===== src/rtl/glitch_pkg.sv =====
// Shared types and sizing helpers for the glitch sweep generator.
package glitch_pkg;

  localparam int unsigned DELAY_W_DEF = 32;

  typedef enum logic [1:0] {
    IDLE  = 2'd0,
    ARMED = 2'd1,
    DELAY = 2'd2,
    PULSE = 2'd3
  } state_e;

  // Width needed to hold a pulse-width count of 0..pw.
  function automatic int unsigned pcnt_width(input int unsigned pw);
    return $clog2(pw + 1);
  endfunction

endpackage


===== src/rtl/glitch_sweep_gen_if.sv =====
// Control/status bundle between the glitch sweep generator and its driver.
interface glitch_sweep_gen_if
  import glitch_pkg::*;
#(
  parameter int unsigned DELAY_W = DELAY_W_DEF
);
  logic               enable;
  logic               trig_in;
  logic               glitch_out;
  logic               busy;
  logic               attempt_done;
  logic               sweep_wrap;
  logic [DELAY_W-1:0] cur_delay;

  modport master (
    output enable, trig_in,
    input  glitch_out, busy, attempt_done, sweep_wrap, cur_delay
  );

  modport slave (
    input  enable, trig_in,
    output glitch_out, busy, attempt_done, sweep_wrap, cur_delay
  );
endinterface


===== src/rtl/trig_edge_detect.sv =====
// Rising-edge detector for the target power/reset level.
// GLITCH_TRIG_SYNC_EN inserts a 2-flop synchronizer ahead of the edge detect.
module trig_edge_detect (
  input  logic clk,
  input  logic rst_n,
  input  logic trig_i,
  output logic rise_c
);
  logic trig_s;
  logic prev_q;

`ifdef GLITCH_TRIG_SYNC_EN
  logic [1:0] sync_q;

  always_ff @(posedge clk or negedge rst_n) begin
    if (!rst_n) sync_q <= 2'b00;
    else        sync_q <= {sync_q[0], trig_i};
  end

  assign trig_s = sync_q[1];
`else
  assign trig_s = trig_i;
`endif

  // History updates every cycle regardless of FSM state.
  always_ff @(posedge clk or negedge rst_n) begin
    if (!rst_n) prev_q <= 1'b0;
    else        prev_q <= trig_s;
  end

  assign rise_c = trig_s & ~prev_q;
endmodule


===== src/rtl/glitch_sweep_gen.sv =====
// Sweeping glitch generator: arms on trig rise, waits cur_delay, emits a fixed pulse.
// Optional macro GLITCH_TRIG_SYNC_EN synchronizes trig_in (adds 2 cycles of latency).
module glitch_sweep_gen
  import glitch_pkg::*;
#(
  parameter int unsigned DELAY_W     = DELAY_W_DEF,
  parameter int unsigned DELAY_START = 0,
  parameter int unsigned DELAY_STEP  = 1,
  parameter int unsigned DELAY_MAX   = 1000,
  parameter int unsigned PULSE_WIDTH = 4
)(
  input logic               clk,
  input logic               rst_n,
  glitch_sweep_gen_if.slave bus
);
  localparam int unsigned PCNT_W = pcnt_width(PULSE_WIDTH);

  state_e             state_q, state_d;
  logic [DELAY_W-1:0] cnt_q, cnt_d;
  logic [PCNT_W-1:0]  pcnt_q, pcnt_d;
  logic [DELAY_W-1:0] cur_delay_q, cur_delay_d;
  logic               glitch_q, glitch_d;
  logic               busy_q, busy_d;
  logic               done_q, done_d;
  logic               wrap_q, wrap_d;
  logic               rise_c;
  logic [DELAY_W:0]   next_sum_c;
  logic               wrap_c;

  trig_edge_detect u_edge (
    .clk    (clk),
    .rst_n  (rst_n),
    .trig_i (bus.trig_in),
    .rise_c (rise_c)
  );

  // One extra bit so the window compare cannot overflow.
  assign next_sum_c = {1'b0, cur_delay_q} + (DELAY_W+1)'(DELAY_STEP);
  assign wrap_c     = next_sum_c > (DELAY_W+1)'(DELAY_MAX);

  always_ff @(posedge clk or negedge rst_n) begin
    if (!rst_n) begin
      state_q     <= IDLE;
      cnt_q       <= '0;
      pcnt_q      <= '0;
      cur_delay_q <= DELAY_W'(DELAY_START);
      glitch_q    <= 1'b0;
      busy_q      <= 1'b0;
      done_q      <= 1'b0;
      wrap_q      <= 1'b0;
    end else begin
      state_q     <= state_d;
      cnt_q       <= cnt_d;
      pcnt_q      <= pcnt_d;
      cur_delay_q <= cur_delay_d;
      glitch_q    <= glitch_d;
      busy_q      <= busy_d;
      done_q      <= done_d;
      wrap_q      <= wrap_d;
    end
  end

  always_comb begin
    state_d     = state_q;
    cnt_d       = cnt_q;
    pcnt_d      = pcnt_q;
    cur_delay_d = cur_delay_q;
    done_d      = 1'b0;
    wrap_d      = 1'b0;

    if (!bus.enable) begin
      state_d = IDLE;
    end else begin
      unique case (state_q)
        IDLE: state_d = ARMED;
        ARMED: begin
          if (rise_c) begin
            state_d = DELAY;
            cnt_d   = cur_delay_q;
          end
        end
        DELAY: begin
          if (cnt_q == '0) begin
            state_d = PULSE;
            pcnt_d  = PCNT_W'(PULSE_WIDTH - 1);
          end else begin
            cnt_d = cnt_q - DELAY_W'(1);
          end
        end
        PULSE: begin
          if (pcnt_q == '0) begin
            state_d = ARMED;
            done_d  = 1'b1;
            if (wrap_c) begin
              cur_delay_d = DELAY_W'(DELAY_START);
              wrap_d      = 1'b1;
            end else begin
              cur_delay_d = next_sum_c[DELAY_W-1:0];
            end
          end else begin
            pcnt_d = pcnt_q - PCNT_W'(1);
          end
        end
        default: state_d = IDLE;
      endcase
    end

    // Output flops follow the next state so glitch_out is high only in PULSE.
    glitch_d = (state_d == PULSE);
    busy_d   = (state_d == DELAY) || (state_d == PULSE);
  end

  assign bus.glitch_out   = glitch_q;
  assign bus.busy         = busy_q;
  assign bus.attempt_done = done_q;
  assign bus.sweep_wrap   = wrap_q;
  assign bus.cur_delay    = cur_delay_q;
endmodule


===== src/flat_wrapper.sv =====
// flat-port wrapper written by rule: the top's interface ports become plain ports
module glitch_sweep_gen_flat import glitch_pkg::*;
#(
  parameter int unsigned DELAY_W     = DELAY_W_DEF,
  parameter int unsigned DELAY_START = 0,
  parameter int unsigned DELAY_STEP  = 1,
  parameter int unsigned DELAY_MAX   = 1000,
  parameter int unsigned PULSE_WIDTH = 4
)
  (clk, rst_n, bus_enable, bus_trig_in, bus_glitch_out, bus_busy, bus_attempt_done, bus_sweep_wrap, bus_cur_delay);
  glitch_sweep_gen_if #(.DELAY_W(DELAY_W)) bus_i ();
  input logic clk;
  input logic rst_n;
  input wire logic [$bits(bus_i.enable)-1:0] bus_enable;
  input wire logic [$bits(bus_i.trig_in)-1:0] bus_trig_in;
  output wire logic [$bits(bus_i.glitch_out)-1:0] bus_glitch_out;
  output wire logic [$bits(bus_i.busy)-1:0] bus_busy;
  output wire logic [$bits(bus_i.attempt_done)-1:0] bus_attempt_done;
  output wire logic [$bits(bus_i.sweep_wrap)-1:0] bus_sweep_wrap;
  output wire logic [$bits(bus_i.cur_delay)-1:0] bus_cur_delay;
  assign bus_i.enable = bus_enable;
  assign bus_i.trig_in = bus_trig_in;
  assign bus_glitch_out = bus_i.glitch_out;
  assign bus_busy = bus_i.busy;
  assign bus_attempt_done = bus_i.attempt_done;
  assign bus_sweep_wrap = bus_i.sweep_wrap;
  assign bus_cur_delay = bus_i.cur_delay;
  glitch_sweep_gen #(.DELAY_W(DELAY_W), .DELAY_START(DELAY_START), .DELAY_STEP(DELAY_STEP), .DELAY_MAX(DELAY_MAX), .PULSE_WIDTH(PULSE_WIDTH)) u_core (.clk(clk), .rst_n(rst_n), .bus(bus_i));
endmodule

===== config.mk =====
export PLATFORM = sky130hd
export DESIGN_NAME = glitch_sweep_gen_flat
export DESIGN_NICKNAME = d
export VERILOG_FILES = /design/src/rtl/glitch_pkg.sv /design/src/rtl/glitch_sweep_gen_if.sv /design/src/rtl/trig_edge_detect.sv /design/src/rtl/glitch_sweep_gen.sv /design/src/flat_wrapper.sv
export SDC_FILE = /design/constraint.sdc
export NUM_CORES = 1
export LEC_CHECK = 0
export ABC_AREA = 1
export CORE_UTILIZATION = 50
export DETAILED_ROUTE_END_ITERATION = 12
export PLACE_DENSITY = 0.77
export SLEW_MARGIN = 5
export SYNTH_ARGS = -nofsm -noshare
export SYNTH_HDL_FRONTEND = slang
export SYNTH_SLANG_ARGS = --single-unit

===== constraint.sdc =====
create_clock -name clk -period 3.1 [get_ports clk]
set_clock_uncertainty 0.05 [all_clocks]
set_input_delay 0.31 -clock clk [delete_from_list [all_inputs] [get_ports clk]]
set_output_delay 0.31 -clock clk [all_outputs]
set_load 0.02 [all_outputs]

Word-level counts from Yosys, hierarchy flattened
Index checks and enable logic that the tools add are counted.
{ "classes": {"muxes": 19, "n_addsub": 3, "reduce_logical": 9, "eq_ne": 9, "order_cmp": 1, "n_bitwise": 2} }
{ "ops": {"columns": ["op", "n"], "rows": [
  ["$mux W32", 3],
  ["$pmux W32 S2", 1],
  ["$add A32 B1 Y33 const B", 1],
  ["$gt A33 B10 Y1 const B", 1],
  ["$logic_not A32 Y1", 1],
  ["$sub A32 B1 Y32 const B", 1],
  ["$eq A2 B2 Y1 const B", 4],
  ["$mux W2", 4],
  ["$pmux W2 S4", 1],
  ["$reduce_and A4 Y1", 2],
  ["$mux W1", 7],
  ["$mux W3", 2],
  ["$pmux W3 S2", 1],
  ["$ne A2 B1 Y1 const B", 2],
  ["$ne A2 B2 Y1 const B", 2],
  ["$reduce_bool A2 Y1", 2],
  ["$logic_not A3 Y1", 1],
  ["$reduce_and A3 Y1", 1],
  ["$sub A3 B1 Y3 const B", 1],
  ["$eq A2 B1 Y1 const B", 1],
  ["$logic_not A2 Y1", 1],
  ["$and A1 B1 Y1", 1],
  ["$logic_or A1 B1 Y1", 1],
  ["$not A1 Y1", 1]
]} }
{ "totals": {"wordCells": 52, "output_inout_bits": 36, "register_bits": 74, "inputBits": 4} }

Logic depth before layout (Yosys ltp)
Gate-level depths: netlist (run 1).
{ "logic_depth": {"word_depth": 7, "ltp_mapped": 14} }

Cells and area by module
Synthesis (run 1) repeated with hierarchy kept, for this count alone.
{ "unflattened": {"cells_unflattened": 696, "hier_area_um2": 4718.3} }
{ "by_module_without_submodules": {"columns": ["mod", "area_per_inst_um2", "cells_per_inst", "instances", "seq_area_each_um2"], "rows": [
  ["glitch_sweep_gen", 4683.2, 693, 1, 1826.8],
  ["trig_edge_detect", 35.0, 3, 1, 25.0]
]} }

Worst setup path before layout (run 1)
OpenSTA, ideal clock, no wires.
{ "synth_path": {"path_kind": "register to register", "from": "reg u_core.cur_delay_q[1] (netlist: u_core.bus.cur_delay[1])", "to": "reg u_core.cur_delay_q[2] (netlist: u_core.bus.cur_delay[2])", "arrival_ns": 1.977, "slack_ns": 0.999, "setup_time_ns": 0.074, "path_stages_with_launch": 14, "required_time_ns": 2.976, "period_less_slack_ns": 2.101, "cell_sequence": "dfrtp_1 > ha_1 > nand2_2 > nor2_8 > nand2_2 > nor2_2 > nand3_1 > nand2_1 > nand2_1 > nor2_2 > nand3_2 > nor2_4 > nand3_4 > a21oi_2"} }
{ "synth_between": {"elab_chain_cells": 3} }
{ "synth_lines": {"columns": ["item", "line", "rtl"], "rows": [
  ["start: declaration", "glitch_sweep_gen.sv:21", "logic [DELAY_W-1:0] cur_delay_q, cur_delay_d;"],
  ["start signal: assignment", "glitch_sweep_gen.sv:46", "cur_delay_q <= DELAY_W'(DELAY_START);"],
  ["start signal: assignment", "glitch_sweep_gen.sv:55", "cur_delay_q <= cur_delay_d;"],
  ["$add A32 B1 Y33 (*)", "glitch_sweep_gen.sv:38", "assign next_sum_c = {1'b0, cur_delay_q} + (DELAY_W+1)'(DELAY_STEP);"],
  ["$gt A33 B10 Y1", "glitch_sweep_gen.sv:39", "assign wrap_c = next_sum_c > (DELAY_W+1)'(DELAY_MAX);"],
  ["$mux W32 (*)", "glitch_sweep_gen.sv:94", "if (wrap_c) begin"]
]} }
Every way passes the cells marked *; elsewhere a longest branch is shown, timed or not.
A chain may end at the register's enable or synchronous reset.

Worst setup path after layout (run 1)
{ "layout_path": {"from": "reg u_core.cnt_q[0]", "to": "reg u_core.cnt_q[1]"} }
{ "layout_between": {"elab_chain_cells": 3} }
{ "layout_lines": {"columns": ["item", "line", "rtl"], "rows": [
  ["start: declaration", "glitch_sweep_gen.sv:19", "logic [DELAY_W-1:0] cnt_q, cnt_d;"],
  ["start signal: assignment", "glitch_sweep_gen.sv:53", "cnt_q <= cnt_d;"],
  ["$sub A32 B1 Y32 / $logic_not A32 Y1 (equally long branches)", "glitch_sweep_gen.sv:87, glitch_sweep_gen.sv:83", null],
  ["$mux W32 / $ne A2 B2 Y1 (equally long branches)", null, null],
  ["$pmux W32 S2 / $reduce_and A4 Y1 (equally long branches)", null, null]
]} }
Several ways; a longest one is shown, not always the timed one. The select of a mux whose other input is x is not followed.

==> results by group, run 1 <==
Route
  – Drt initial violations: 267
  – WL per Instance: 14.08 um
  – # DRC: 0
  – Routed via count: about 4.7k
  – Final ANT Viol Nets: 0
  – DR vias/cell: 5.444
  – Post-Route WL: ~12000 um
  – Drt first pass iters: 5

CTS
  – Clk_lat worst skew: 0.35 ns
  – Clock Tree Buf Depth: 2
  – Hold_buf cts: 0
  – Root Buffer: clkbuf_8
  – H-tree levels: 3
  – Post_cts resized: 0
  – Clock sink count: 74
  – Cts bufs inserted: 9
  – Post-CTS Setup Inserts: 0
  – Clk pin slew, worst setup/hold paths: 0.08 ns
  – CTS tree: done

Pwr
  – Leakage power: 2.582 nW
  – Clock share of power: 0.299
  – Combinational power share: 0.225
  – P_sw: a little under 0.9 mW
  – Power Density: ~460 nW/um^2
  – Switching share of power: 0.3415
  – Max VDD drop: about 0.27 mV
  – Reg power frac: 0.476
  – Internal cell power: approximately 1.7 mW

Floorplan
  – Die Area: 10080 sq um
  – # rows: 35
  – Die W: about 100 um
  – Core Area: about 9300 sq um
  – Effective utilization at floorplan: 0.5190
  – Die H: approximately 100 um
  – Ports: 40

Logic synthesis
  – Sequential share of the synthesized area: 0.3825
  – Syn avg cell area: ~7 sq um
  – Synth unique cells: between 40 and 50
  – Mapped Nets: 704
  – Top area cells in the synthesized netlist: dfrtp_1 38%, nand2_1 12%, nor2_1 8.6%
  – Mapped Area: 4841 sq um
  – Main synth FF type: dfrtp_1
  – Number of flops mapped to enable cells by yosys: 0
  – Ys Warns: 0
  – Most frequent cell after synthesis: nand2_1
  – Async set-reset flop share out of synthesis: 1.000
  – Mapped Cells: between 600 and 700
  – Area leader, netlist: dfrtp_1
  – Share of the synthesized area in the top cell type: 0.3825
  – Commonest cells in the synthesized netlist: 160 x nand2_1, 111 x nor2_1, 88 x inv_1, 74 x dfrtp_1, 56 x o21ai_0
  – Synthesis-stage register bit count: 74

Layout
  – Final nets: about 740
  – Antenna cell count: 0
  – Share of layout cells above drive strength 1: 0.07619
  – Area Overhead vs Synth: 14.73%

Setup path
  – CP Max Fanout: 35
  – Top delay family on crit path: simple AND/OR/NAND/NOR gates
  – Slowest cell delay on critical path: roughly 0.37 ns
  – Worst path arrival time: approximately 2.8 ns
  – CP Capture Type: register
  – CP bufs+invs: 3
  – Slowest cell on crit path: dfrtp_1
  – CP dominant cell by count: inv_1
  – Crit start category: register
  – CP required: between 3 and 4 ns
  – WS Path Type: register to register
  – Cell chain of the critical path: inv_1 -> ha_1 -> nand2_1 -> nor2_1 -> inv_1 -> nor2_4 -> nand4_1 -> or2_1 -> nand2_4 -> inv_2 -> o211ai_1 -> o21ai_0

Global routing
  – GRT Total Usage: 0.2647
  – Overflow after GRT: 0
  – First-pass GRT wire length: between 20000 and 25000 um
  – Initial antenna violation count: 0
  – Number of global-route vias before repair: 4555
  – Largest net degree at the start of global routing: 75

Timing
  – Sum Neg Setup Slack: 0 ns
  – Fmax: between 300 and 400 MHz
  – Minimum clock period: roughly 2.6 ns
  – Worst Tran Pin Value: slightly below 1 ns
  – Final WS setup: between 0.4 and 0.5 ns
  – Tcrit/Tclk final: 0.8440
  – Final Max Tran Viols: 0
  – Unrepaired setup endpoints after global routing: false
  – Final count of hold timing violations: 0
  – Finish-stage setup viols: 0
  – Slew headroom: 0.3535

Place
  – Post-DP HPWL: between 8000 and 9000 um
  – Place WS: between 0.4 and 0.5 ns
  – Placer Congestion: about 0.88
  – Port bufs: 39

Min path
  – Hold/Removal Path Class: input port to async pin

Run status
  – Outcome: complete, no violations

Job
  – Maxcap violations: 0
## metrics by stage
step	power, mW	instance area, sq um	instances	utilization	hold WS [ns]
3_5_place_dp	1.791	5358	848	0.5744	0.4670
3_3_place_gp	1.773	5358	848	0.5744	0.4571
4_1_cts	2.553	5554	864	0.5954	0.1048
6_report	2.549	5554	864	0.5954	0.06645
5_1_grt	2.708	5554	864	0.5954	0.1469
2_1_floorplan	1.614	4841	692	-	-0.03559
## per-layer routing
| metal | GRT usage | wire, um | vias to the layer above | part of all wire |
|---|---|---|---|---|
| met4 | 0.1204 | 348 | 0 | 0.029 |
| met3 | 0.03273 | 552 | 26 | 0.045 |
| li1 | - | - | 2290 | - |
| met2 | 0.4283 | 5719 | 137 | 0.47 |
| met1 | 0.3555 | 5543 | 2251 | 0.46 |
| met5 | 0 | 0 | - | 0 |
## final cells by class
| class | count | area, sq um |
|---|---|---|
| flip-flops and latches | 74 | 1852 |
| clock buffers | 12 | 145.1 |
| inverters | 93 | 349.1 |
| well taps | 129 | 161.4 |
| fillers | 857 | 3774 |
| multi-input cells | 509 | 2577 |
| clock inverters | 4 | 51.30 |
| repair buffers | 43 | 417.9 |
## layout by cell type, fill, tap and decap left out, types with 2 or more instances in the layout
cell and count:
nand4_1 13, o21ai_2 6, o211ai_1 5, inv_1 88, clkdlybuf4s50_1 38, nand2_2 5, clkbuf_1 2, nor2_1 110
nor2_2 6, a21oi_2 4, nor3_1 14, inv_2 3, dfrtp_1 74, nand2_1 160, o21ai_1 3, nor2_4 5
nand3_1 39, xnor2_1 3, a31oi_1 5, nand2_4 2, nor2_8 2, ha_1 8, o21ai_0 56, clkinv_1 2
a21oi_1 26, xor2_1 22, buf_4 5, clkbuf_8 10
## power by group through the flow
stage	logic [mW]	registers (mW)	clock network, mW
floorplan	0.403	1.21	0
global placement	0.550	1.22	0
detailed placement	0.567	1.22	0
CTS	0.570	1.21	0.773
global route	0.663	1.23	0.818
finish	0.574	1.21	0.763
## flip-flops by register name, summed over array words and instances, names as in the netlist
signal and cells:
u_core.bus.attempt_done 1, u_core.bus.busy 1, u_core.bus.cur_delay 32, u_core.bus.glitch_out 1
u_core.bus.sweep_wrap 1, u_core.cnt_q 32, u_core.pcnt_q 3, u_core.state_q 2
u_core.u_edge.prev_q 1
## cell families (layout without fill, tap and decap cells)
kind of cell	after synthesis	count (layout)	synth area share
AO/OA/AOI/OAI	114	114	0.1357
AND/OR/NAND/NOR	362	362	0.3303
adder cells (fa/ha/maj)	8	8	0.02068
flip-flops	74	74	0.3825
XOR/XNOR	25	25	0.04523
buffers and inverters	109	152	0.08555
## final timing paths
check | start | end | slack [ns] | cells after the start
worst max-delay path | u_core.cnt_q[0]$_DFFE_PN0P_ | u_core.cnt_q[1]$_DFFE_PN0P_ | 0.48 | 12
max in group asynchronous | rst_n | u_core.cnt_q[16]$_DFFE_PN0P_ | 2.31 | 1
worst max register to register | u_core.cnt_q[0]$_DFFE_PN0P_ | u_core.cnt_q[1]$_DFFE_PN0P_ | 0.48 | 12
worst min-delay path | rst_n | u_core.cnt_q[18]$_DFFE_PN0P_ | 0.07 | 1
min in group clk | bus_trig_in | u_core.u_edge.prev_q$_DFF_PN0_ | 0.41 | 1
worst min register to register | u_core.cnt_q[29]$_DFFE_PN0P_ | u_core.cnt_q[29]$_DFFE_PN0P_ | 0.50 | 2
(Power assumes the default switching activity.)
==> run 2: changes to the inputs <==
==> constraint.sdc (replaced) <==
create_clock -name clk -period 2.67 [get_ports clk]
set_clock_uncertainty 0.05 [all_clocks]
set_input_delay 0.267 -clock clk [delete_from_list [all_inputs] [get_ports clk]]
set_output_delay 0.267 -clock clk [all_outputs]
set_load 0.02 [all_outputs]
==> run 2 against run 1 <==
Effect of this change: the flow now finishes with violations (hold timing); critical endpoint is now u_core.cnt_q[10]$_DFFE_PN0P_; global-route usage fell by 0.44 points; worst setup slack got worse by 0.28 ns; largest power group unchanged; cell count did not move; die area did not move; highest routed layer unchanged; core utilization rose by 0.27 points; clock-buffer cell count fell by 3; total power rose by 20%.
==> results by group, run 2 (synthesized netlist as in run 1, its figures left out) <==
Pwr
  – Internal cell power: 2.015 mW (+20%)
  – Leakage power: 2.595 nW (+0.52%)
  – Max VDD drop: 0.2673 mV (+0.31%)
  – Switching share of power: 0.3385 (-0.003024)
  – P_sw: 1.031 mW (+18%)
  – Combinational power share: 0.220 (-0.005)
  – Reg power frac: 0.462 (-0.014)
  – Power Density: 546.1 nW/um^2 (+19%)
  – Clock share of power: 0.318 (+0.019)

Setup path
  – CP Max Fanout: 27 (-23%)
  – Cell chain of the critical path: inv_1 -> ha_1 -> nand2_1 -> nor2_1 -> inv_1 -> nor2_4 -> nand4_1 -> or2_1 -> nand2_4 -> buf_4 -> a21oi_1 -> o21ai_0 -> o21ai_0
  – CP Capture Type: register
  – Critical Path Stages: 13 (+1)
  – Slowest cell delay on critical path: 0.37 ns (about the same)
  – Top delay family on crit path: simple AND/OR/NAND/NOR gates
  – R2R Path Start: u_core.cnt_q[0]$_DFFE_PN0P_
  – CP bufs+invs: 3 (unchanged)
  – Slowest cell on crit path: dfrtp_1
  – Worst path arrival time: 2.62 ns (-0.15 ns)
  – First element of the critical path: u_core.cnt_q[0]$_DFFE_PN0P_
  – WS Path Type: register to register
  – Reg-to-reg critical path endpoint: u_core.cnt_q[10]$_DFFE_PN0P_
  – Reg2Reg Depth: 13 (+1)
  – Register-to-register setup slack: 0.20 ns (-0.28 ns)
  – Crit start category: register
  – CP required: 2.82 ns (-0.43 ns)
  – Worst setup endpoint: u_core.cnt_q[10]$_DFFE_PN0P_

Route
  – WL per Instance: 14.32 um (+1.7%)
  – Drt first pass iters: 7 (+2)
  – Drt initial violations: 283 (+6.0%)
  – Post-Route WL: 12370 um (+1.7%)
  – DR vias/cell: 5.375 (-1.3%)
  – # DRC: 0 (unchanged)
  – Routed via count: 4644 (-1.3%)
  – Final ANT Viol Nets: 0 (unchanged)

Layout
  – Share of layout cells above drive strength 1: 0.07891 (+0.002721)
  – Most frequent cells in the layout: 160 x nand2_1, 110 x nor2_1, 88 x inv_1
  – Final nets: 743 (+0.13%)
  – Area Overhead vs Synth: 15.25%
  – Antenna cell count: 0 (unchanged)
  – Area of the multi-input gates: 2577 sq um (unchanged)
  – Register area: 1852 sq um (unchanged)
  – # fillers: 856 (-0.12%)
  – Final design utilization: 0.5981 (+0.002683)
  – Most common cell after layout, fill and taps aside: nand2_1

CTS
  – Clock sink count: 74 (unchanged)
  – CTS tree: done
  – H-tree levels: 3 (unchanged)
  – Clk pin slew, worst setup/hold paths: 0.08 ns (about the same)
  – Cts bufs inserted: 9 (unchanged)
  – Hold_buf cts: 0 (unchanged)
  – Clk_lat worst skew: 0.36 ns (about the same)
  – Post_cts resized: 0 (unchanged)
  – Root Buffer: clkbuf_8
  – Post-CTS Setup Inserts: 0 (unchanged)
  – Clock Tree Buf Depth: 2 (unchanged)

Run status
  – Outcome: complete, but fails checks
  – Failing checks: hold timing

Global routing
  – Number of global-route vias before repair: 4460 (-2.1%)
  – First-pass GRT wire length: 20570 um (-2.1%)
  – GRT Total Usage: 0.2602 (-0.004423)
  – Largest net degree at the start of global routing: 75 (unchanged)
  – Initial antenna violation count: 0 (unchanged)
  – Overflow after GRT: 0 (unchanged)

Timing
  – Slew headroom: 0.3555 (+0.001964)
  – Worst Tran Pin Value: 0.9668 ns (-0.002946 ns)
  – Finish-stage setup viols: 0 (unchanged)
  – Final count of hold timing violations: 8 (+8)
  – Final Hold Slack: -0.01944 ns (-0.08588 ns)
  – Unrepaired setup endpoints after global routing: false
  – Minimum clock period: 2.470 ns (-0.1468 ns)
  – Fmax: 404.9 MHz (+5.9%)
  – Final Max Tran Viols: 0 (unchanged)
  – Tcrit/Tclk final: 0.9249 (+0.08095)
  – Sum Neg Setup Slack: 0 ns (unchanged)

Floorplan
  – Die Area: 10080 sq um (unchanged)
  – Die W: 100.4 um (unchanged)
  – Ports: 40 (unchanged)
  – Die H: 100.4 um (unchanged)
  – Core Area: 9328 sq um (unchanged)
  – # rows: 35 (unchanged)
  – Effective utilization at floorplan: 0.5190 (unchanged)

Min path
  – Hold/Removal Path Class: input port to async pin

Place
  – Placer Congestion: 0.8656 (-1.8%)
  – Post-DP HPWL: 8990 um (+2.1%)
  – Port bufs: 39 (unchanged)

Job
  – Maxcap violations: 0 (unchanged)
run 2: changes by cell type in the layout (fill, tap and decap cells not counted), sizes merged:
cell	delta
inv	+1
bufinv	+1
buf	+1
clkbuf	-3
run 2: power by group through the flow:
stage	Combinational (mW)	Clock, mW	Sequential, mW
finish	0.670	0.969	1.41
global route	0.767	1.03	1.43
CTS	0.671	0.988	1.41
detailed placement	0.664	0	1.43
global placement	0.640	0	1.42
floorplan	0.467	0	1.41
run 2: how the worst min path moves through the flow:
stage	startpoint	end	slack (ns)
6_report	rst_n	u_core.cnt_q[31]$_DFFE_PN0P_	-0.02
5_1_grt	rst_n	u_core.cnt_q[31]$_DFFE_PN0P_	0.08
4_1_cts	rst_n	u_core.bus.cur_delay[16]$_DFFE_PN0P_	0.05
3_5_place_dp	rst_n	u_core.cnt_q[31]$_DFFE_PN0P_	0.43
3_3_place_gp	rst_n	u_core.cnt_q[31]$_DFFE_PN0P_	0.42
2_1_floorplan	rst_n	u_core.bus.attempt_done$_DFF_PN0_	-0.08
run 2: cell type report:
cell class | count | area share
Timing Repair Buffer | 44 | 0.07625
Inverter | 93 | 0.06257
Multi-Input combinational cell | 509 | 0.4620
Clock buffer | 9 | 0.02220
Sequential cell | 74 | 0.3319
Tap cell | 129 | 0.02893
Clock inverter | 6 | 0.01615
run 2: per-stage QoR:
stage	area, sq um	setup slack, ns	power [mW]	hold slack (ns)	std cells
floorplan	4841	0.5691	1.874	-0.07859	692
global placement	5365	0.3867	2.060	0.4237	849
detailed placement	5365	0.2401	2.090	0.4265	849
CTS	5579	0.2229	3.064	0.04958	864
global route	5579	0.007286	3.227	0.08232	864
finish	5579	0.2005	3.047	-0.01944	864
run 2: routing by layer:
layer / up-vias / part of all wire / global-route usage
li1: 2303 / - / -
met1: 2183 / 0.46 / 0.3460
met2: 133 / 0.48 / 0.4236
met3: 25 / 0.033 / 0.02994
met4: 0 / 0.029 / 0.1260
met5: - / 0 / 0
run 2: worst reg2reg max path, stage by stage (launching register included):
cell	delay [ns]
dfrtp_1	0.37
inv_1	0.12
ha_1	0.20
nand2_1	0.07
nor2_1	0.12
inv_1	0.09
nor2_4	0.15
nand4_1	0.14
or2_1	0.29
nand2_4	0.08
buf_4	0.29
a21oi_1	0.08
o21ai_0	0.12
o21ai_0	0.15
==> run 3: changes to the inputs <==
--- a/config.mk
+++ b/config.mk
@@ -9,6 +9,7 @@
 export CORE_UTILIZATION = 50
 export DETAILED_ROUTE_END_ITERATION = 12
 export PLACE_DENSITY = 0.77
+export SKIP_LAST_GASP = 1
 export SLEW_MARGIN = 5
 export SYNTH_ARGS = -nofsm -noshare
 export SYNTH_HDL_FRONTEND = slang
==> results of run 3 <==
The final DEF is identical to that of run 2; final timing and power are the same.
